===== config.mk =====
export PLATFORM = sky130hd
export DESIGN_NAME = alu_seq
export DESIGN_NICKNAME = d
export VERILOG_FILES = /design/src/rtl/alu_pkg.sv /design/src/rtl/alu_iter_muldiv.sv /design/src/rtl/alu_seq.sv
export SDC_FILE = /design/constraint.sdc
export NUM_CORES = 1
export LEC_CHECK = 0
export CORE_ASPECT_RATIO = 1.1
export CORE_UTILIZATION = 50
export DETAILED_ROUTE_END_ITERATION = 16
export MAX_ROUTING_LAYER = met4
export PLACE_DENSITY = 0.7
export SLEW_MARGIN = 20
export SYNTH_ARGS = -nofsm -noshare
export SYNTH_HDL_FRONTEND = slang
export SYNTH_SLANG_ARGS = --single-unit
export TNS_END_PERCENT = 5

===== constraint.sdc =====
create_clock -name clk -period 7.4 [get_ports clk]
set_clock_uncertainty 0.05 [all_clocks]
set_input_delay 2.22 -clock clk [delete_from_list [all_inputs] [get_ports clk]]
set_output_delay 2.22 -clock clk [all_outputs]
set_load 0.005 [all_outputs]

===== src/rtl/alu_pkg.sv =====
// Shared opcode and FSM state definitions for the sequential ALU.
// Also provides the helper that tells the top which opcodes run iteratively.
package alu_pkg;

    localparam int ALU_OP_W = 4;

    typedef enum logic [ALU_OP_W-1:0] {
        OP_ADD  = 4'd0,
        OP_SUB  = 4'd1,
        OP_MUL  = 4'd2,
        OP_DIV  = 4'd3,
        OP_SHL  = 4'd4,
        OP_SHR  = 4'd5,
        OP_ROL  = 4'd6,
        OP_ROR  = 4'd7,
        OP_AND  = 4'd8,
        OP_OR   = 4'd9,
        OP_XOR  = 4'd10,
        OP_NOR  = 4'd11,
        OP_NAND = 4'd12,
        OP_XNOR = 4'd13,
        OP_EQ   = 4'd14,
        OP_GT   = 4'd15
    } alu_op_e;

    typedef enum logic [1:0] {
        ST_IDLE = 2'd0,
        ST_BUSY = 2'd1,
        ST_DONE = 2'd2
    } alu_state_e;

    function automatic logic is_iter_op(alu_op_e op_v);
        return (op_v == OP_MUL) || (op_v == OP_DIV);
    endfunction

endpackage


===== src/rtl/alu_iter_muldiv.sv =====
// Iterative shift-add multiplier / restoring divider, one bit per cycle.
// Both share the {hi_q, lo_q} accumulator and the iteration counter.
module alu_iter_muldiv #(
    parameter int WIDTH = 8
) (
    input  logic             clk,
    input  logic             rst,
    input  logic             start,
    input  logic             is_div,
    input  logic [WIDTH-1:0] a,
    input  logic [WIDTH-1:0] b,
    output logic             done,
    output logic [WIDTH-1:0] res_hi,
    output logic [WIDTH-1:0] res_lo
);

    localparam int CW = $clog2(WIDTH);
    localparam logic [CW-1:0] LAST = CW'(WIDTH - 1);

    logic             busy_q;
    logic             div_q;
    logic [CW-1:0]    cnt_q;
    logic [WIDTH-1:0] opnd_q;
    logic [WIDTH-1:0] hi_q;
    logic [WIDTH-1:0] lo_q;
    logic [WIDTH-1:0] hi_d;
    logic [WIDTH-1:0] lo_d;

    logic [WIDTH:0]   mul_sum;
    logic [WIDTH:0]   div_shift;
    logic [WIDTH:0]   div_trial;

    // MUL: opnd_q is the multiplicand, lo_q shifts the multiplier out as the
    // product shifts in. DIV: opnd_q is the divisor, hi_q the partial remainder
    // and lo_q shifts the dividend out as quotient bits shift in.
    always_comb begin
        mul_sum   = {1'b0, hi_q} + (lo_q[0] ? {1'b0, opnd_q} : {(WIDTH+1){1'b0}});
        div_shift = {hi_q, lo_q[WIDTH-1]};
        div_trial = div_shift - {1'b0, opnd_q};
        hi_d      = mul_sum[WIDTH:1];
        lo_d      = {mul_sum[0], lo_q[WIDTH-1:1]};
        if (div_q) begin
            if (!div_trial[WIDTH]) begin
                hi_d = div_trial[WIDTH-1:0];
                lo_d = {lo_q[WIDTH-2:0], 1'b1};
            end else begin
                hi_d = div_shift[WIDTH-1:0];
                lo_d = {lo_q[WIDTH-2:0], 1'b0};
            end
        end
    end

    always_ff @(posedge clk) begin
        if (rst) begin
            busy_q <= 1'b0;
            div_q  <= 1'b0;
            cnt_q  <= '0;
            opnd_q <= '0;
            hi_q   <= '0;
            lo_q   <= '0;
        end else if (start) begin
            busy_q <= 1'b1;
            div_q  <= is_div;
            cnt_q  <= '0;
            opnd_q <= is_div ? b : a;
            hi_q   <= '0;
            lo_q   <= is_div ? a : b;
        end else if (busy_q) begin
            hi_q <= hi_d;
            lo_q <= lo_d;
            if (cnt_q == LAST) begin
                busy_q <= 1'b0;
                cnt_q  <= '0;
            end else begin
                cnt_q <= cnt_q + 1'b1;
            end
        end
    end

    // The final step's result is handed over combinationally so the top can
    // register it on the same edge the last iteration completes.
    assign done   = busy_q && (cnt_q == LAST);
    assign res_hi = hi_d;
    assign res_lo = lo_d;

endmodule


===== src/rtl/alu_seq.sv =====
// Handshaked sequential ALU: single-cycle function unit plus iterative MUL/DIV,
// with a registered WIDTH+1-bit result on a valid/ready output port.
module alu_seq
    import alu_pkg::*;
#(
    parameter int WIDTH = 8
) (
    input  logic                clk,
    input  logic                rst,
    input  logic                in_valid,
    output logic                in_ready,
    input  logic [ALU_OP_W-1:0] op,
    input  logic [WIDTH-1:0]    a,
    input  logic [WIDTH-1:0]    b,
    output logic                out_valid,
    input  logic                out_ready,
    output logic [WIDTH:0]      z
);

    alu_state_e       state_q;
    alu_op_e          op_q;
    logic             b_zero_q;
    logic [WIDTH:0]   z_q;
    logic             out_valid_q;

    alu_op_e          op_e;
    logic             accept;
    logic             md_start;
    logic             md_done;
    logic [WIDTH-1:0] md_hi;
    logic [WIDTH-1:0] md_lo;
    logic [WIDTH:0]   md_z;
    logic [WIDTH:0]   sc_z;

    assign op_e     = alu_op_e'(op);
    assign in_ready = (state_q == ST_IDLE) && !rst;
    assign accept   = in_valid && in_ready;
    assign md_start = accept && is_iter_op(op_e);

    always_comb begin
        sc_z = '0;
        case (op_e)
            OP_ADD:  sc_z = {1'b0, a} + {1'b0, b};
            OP_SUB:  sc_z = {(a < b), a - b};
            OP_SHL:  sc_z = {a, 1'b0};
            OP_SHR:  sc_z = {a[0], 1'b0, a[WIDTH-1:1]};
            OP_ROL:  sc_z = {1'b0, a[WIDTH-2:0], a[WIDTH-1]};
            OP_ROR:  sc_z = {1'b0, a[0], a[WIDTH-1:1]};
            OP_AND:  sc_z = {1'b0, a & b};
            OP_OR:   sc_z = {1'b0, a | b};
            OP_XOR:  sc_z = {1'b0, a ^ b};
            OP_NOR:  sc_z = {1'b0, ~(a | b)};
            OP_NAND: sc_z = {1'b0, ~(a & b)};
            OP_XNOR: sc_z = {1'b0, ~(a ^ b)};
            OP_EQ:   sc_z = {{WIDTH{1'b0}}, (a == b)};
            OP_GT:   sc_z = {{WIDTH{1'b0}}, (a > b)};
            default: sc_z = '0;
        endcase
    end

    alu_iter_muldiv #(
        .WIDTH (WIDTH)
    ) u_muldiv (
        .clk    (clk),
        .rst    (rst),
        .start  (md_start),
        .is_div (op_e == OP_DIV),
        .a      (a),
        .b      (b),
        .done   (md_done),
        .res_hi (md_hi),
        .res_lo (md_lo)
    );

    // Division by zero reports all ones plus the error flag regardless of what
    // the restoring iterations leave behind.
    always_comb begin
        md_z = {(|md_hi), md_lo};
        if (op_q == OP_DIV) begin
            md_z = b_zero_q ? {(WIDTH+1){1'b1}} : {1'b0, md_lo};
        end
    end

    always_ff @(posedge clk) begin
        if (rst) begin
            state_q     <= ST_IDLE;
            op_q        <= OP_ADD;
            b_zero_q    <= 1'b0;
            z_q         <= '0;
            out_valid_q <= 1'b0;
        end else begin
            case (state_q)
                ST_IDLE: begin
                    if (accept) begin
                        op_q     <= op_e;
                        b_zero_q <= (b == '0);
                        if (is_iter_op(op_e)) begin
                            state_q <= ST_BUSY;
                        end else begin
                            z_q         <= sc_z;
                            out_valid_q <= 1'b1;
                            state_q     <= ST_DONE;
                        end
                    end
                end
                ST_BUSY: begin
                    if (md_done) begin
                        z_q         <= md_z;
                        out_valid_q <= 1'b1;
                        state_q     <= ST_DONE;
                    end
                end
                ST_DONE: begin
                    if (out_ready) begin
                        out_valid_q <= 1'b0;
                        state_q     <= ST_IDLE;
                    end
                end
                default: state_q <= ST_IDLE;
            endcase
        end
    end

    assign out_valid = out_valid_q;
    assign z         = z_q;

endmodule


==> flow_metrics.py <==
metrics = {
    "outcome": {
        "status": "finished, final reports clean",
    },
    "floorplan": {
        "die_y_um": 103,
        "fp.dieArea_um2": 9740,
        "start_util_pct": 52.1,
        "ios": 35,
        "rows": 36,
        "core_um2": 8960,
        "die_width_um": 94.2,
    },
    "global_routing": {
        "grt_pass1_wl_mm": 20.2,
        "grt_use_total_pct": 27.3,
        "grt_max_degree": 52,
        "grt_pass1_vias": 4147,
        "antenna_found_initial": 0,
        "grt_overflow": 0,
    },
    "setup_path": {
        "critPathCaptureType": "output pin",
        "critPathTopFamily": "buffers and inverters",
        "path_class": "input port to output pin",
        "cp.arrival_ns": 3.63,
        "ff2ff_path_depth": 12,
        "crit_chain": "clkdlybuf4s50_1 > buf_4 > nor3_1 > clkdlybuf4s50_1",
        "cp.buffers_inverters": 3,
        "cp-startpoint": "rst",
        "r2r_start": "u_muldiv.lo_q[7]",
        "slowest_delay_ns": 0.55,
        "cp.required_ns": 5.13,
        "reg2reg_slack_ns": 4.19,
        "critPathMaxFanout": 38,
        "startpoint_type": "input port",
        "cpMostUsedCell": "clkdlybuf4s50_1",
        "rr_endpoint": "z[8]",
        "critPathSlowestCell": "clkdlybuf4s50_1",
    },
    "cells_and_area": {
        "synthToLayoutAreaGrowth_pct": 10.6,
        "nNetsFinal": 700,
        "fill_cells": 870,
        "num_antenna_cells": 0,
        "stdcell_area_um2": 5170,
        "layout_common_cells": "66 x nor2_1, 48 x nand2_1, 46 x dfxtp_1, 44 x inv_1, 44 x ha_1",
        "final_common_cell": "nor2_1",
        "fin_util_pct": 57.7,
        "drive_above_1_share_pct": 5.41,
    },
    "clock_network": {
        "cts_buffer_depth": 2,
        "ctsResizeCount": 0,
        "cts-root-buf": "clkbuf_8",
        "path_clk_slew_ns": 0.09,
        "tritoncts": "built",
        "cts_sinks": 46,
        "cts_htree_levels": 2,
        "clkLatencyLatePin_ns": 0.30,
        "post_cts_buffers": 0,
        "holdBufCountCts": 0,
        "cts_buffers": 5,
    },
    "timing": {
        "setup_viol": 0,
        "rsz0062_at_grt": "false",
        "period_needed_ns": 5.90,
        "worstMarginPinSlew_ns": 0.898,
        "max_slew_margin_pct": 40.0,
        "fmax_mhz": 170,
        "hold_viol_final": 0,
        "final.setup.worst_slack_ns": 1.50,
        "slew_viol_final": 0,
        "period_share_pct": 79.7,
        "tns_ns": 0,
    },
    "logic_synthesis": {
        "yosys_most_used_dff": "dfxtp_1",
        "synth_warnings": 0,
        "synth-compound-area-share_pct": 25.1,
        "yosysTopAreaCell": "dfxtp_1",
        "synth_top_family_by_area": "compound AO/OA/AOI/OAI gates",
        "syn_inst": 617,
        "yosys-top-cells-area": "dfxtp_1 20%, ha_1 12%, mux2i_1 8.1%",
        "synth.distinct_cells": 62,
        "synth.area.mux_share_pct": 9.98,
        "async_flop_share_pct": 0,
        "synthAdderAreaFrac_pct": 13.5,
        "avgSynthCellArea_um2": 7.58,
        "synthXorXnorAreaFrac_pct": 3.93,
        "synth_edf_count": 0,
        "synth_area_um2": 4670,
        "synth-seq-cells": 46,
        "ys_seq_area_share_pct": 19.7,
        "syn_nets": 689,
        "synth-simple-area-share_pct": 20.7,
        "synth.top_cell.area_share_pct": 19.7,
    },
    "run": {
        "maxCapViolCount": 0,
    },
    "route": {
        "drc": 0,
        "wl_per_cell_um": 17.0,
        "firstDrtPassIters": 5,
        "drtAntennaViolNets": 0,
        "vias": 4479,
        "drt_iter0_drc": 262,
        "routed_wl_mm": 12.7,
        "vias_per_cell": 6.03,
    },
    "placed_design": {
        "gp_congestion": 0.970,
        "dp_slack_ns": 1.51,
        "portBuffers": 34,
        "dpl_cell_area_um2": 5050,
        "dp_hpwl_mm": 9.74,
    },
    "pwr": {
        "leakage_nw": 2.03,
        "p_per_area_nw_per_um2": 126,
        "power.total_mw": 0.653,
        "irDropWorstVdd_v": 0.0000606,
    },
    "min_path": {
        "hold_path_class": "flip-flop to flip-flop",
        "holdPathStages": 2,
        "holdPathEnd": "op_q[3]",
        "holdCritStartpoint": "op_q[3]",
    },
}
synth_stat cells (3+ instances only):
master and n:
nand3_1 15, clkbuf_1 24, and2_1 11, nand2_1 48, nor3b_1 4, inv_1 44
or3_1 4, o2111ai_1 3, o21bai_1 8, nor4_1 3, o21a_1 3, o22ai_1 7
buf_1 5, nor3_1 15, xor2_1 6, a31oi_1 10, a22oi_1 4, mux2i_1 38
a21oi_1 38, a211oi_1 33, o21ai_0 32, buf_2 7, a311oi_1 3, a21boi_0 3
xnor2_1 10, nand3b_1 4, nor2_1 66, fa_1 4, dfxtp_1 46, nand2b_1 12
ha_1 44, mux2_2 3, buf_4 3, o211ai_1 7, nor2b_1 9, a21o_1 4
state kept, by name, indices dropped and copies added, names as in the netlist, 2 cells and up:
name and flops:
u_muldiv.opnd_q 8, u_muldiv.cnt_q 3, op_q 4, u_muldiv.lo_q 8, state_q 2, u_muldiv.hi_q 8, z 9
area by class of cell:
type,instances,area (um^2),share of cell area (%)
clock inverters,3,48.8,0.944
flip-flops and latches,46,921,17.8
inverters,44,165,3.19
well taps,114,143,2.76
clock buffers,5,68.8,1.33
repair buffers,43,403,7.79
multi-input cells,488,3420,66.2
routing by layer:
metal / up-vias / routed length [um] / GRT usage (%)
li1: 2240 / - / -
met1: 2105 / 5510 / 32.9
met2: 112 / 6420 / 48.6
met3: 22 / 473 / 2.12
met4: 0 / 257 / 8.17
met5: - / 0 / -
stage by stage:
step / hold slack (ns) / cells
6_report: 0.441 / 743
5_1_grt: 0.477 / 743
4_1_cts: 0.445 / 743
3_5_place_dp: 0.429 / 735
3_3_place_gp: 0.406 / 735
2_1_floorplan: 0.395 / 617
how the worst max path moves through the flow:
stage,to,slack (ns),depth (start not counted)
finish,in_ready,1.50,4
global route,in_ready,1.42,4
CTS,in_ready,1.50,4
detailed placement,in_ready,1.51,4
global placement,in_ready,1.52,4
floorplan,in_ready,2.72,1
worst register-to-register path, delay by kind of cell (launching register included):
kind                       cells  cell delay, ns
DFF                            1            0.32
AOI/OAI and AO/OA              4            0.82
adders and majority gates      2            0.66
xor gates and xnor gates       1            0.26
and+or+nand+nor                1            0.21
muxes                          2            0.61
buffers and inverters          2            0.17
where the power goes:
group          leakage, nW  internal, mW  switching [mW]
combinational         1.61        0.0837           0.113
sequential           0.374         0.256         0.00722
clock               0.0563         0.103          0.0899
kinds of logic (layout without fill, tap and decap cells):
family,after synthesis,count (layout)
buf+inv,83,95
compound gates,176,176
flops,46,46
mux,44,44
simple gates,202,202
fa+ha+maj,48,48
xor+xnor,18,18
Power figures use the tool's default switching activity.
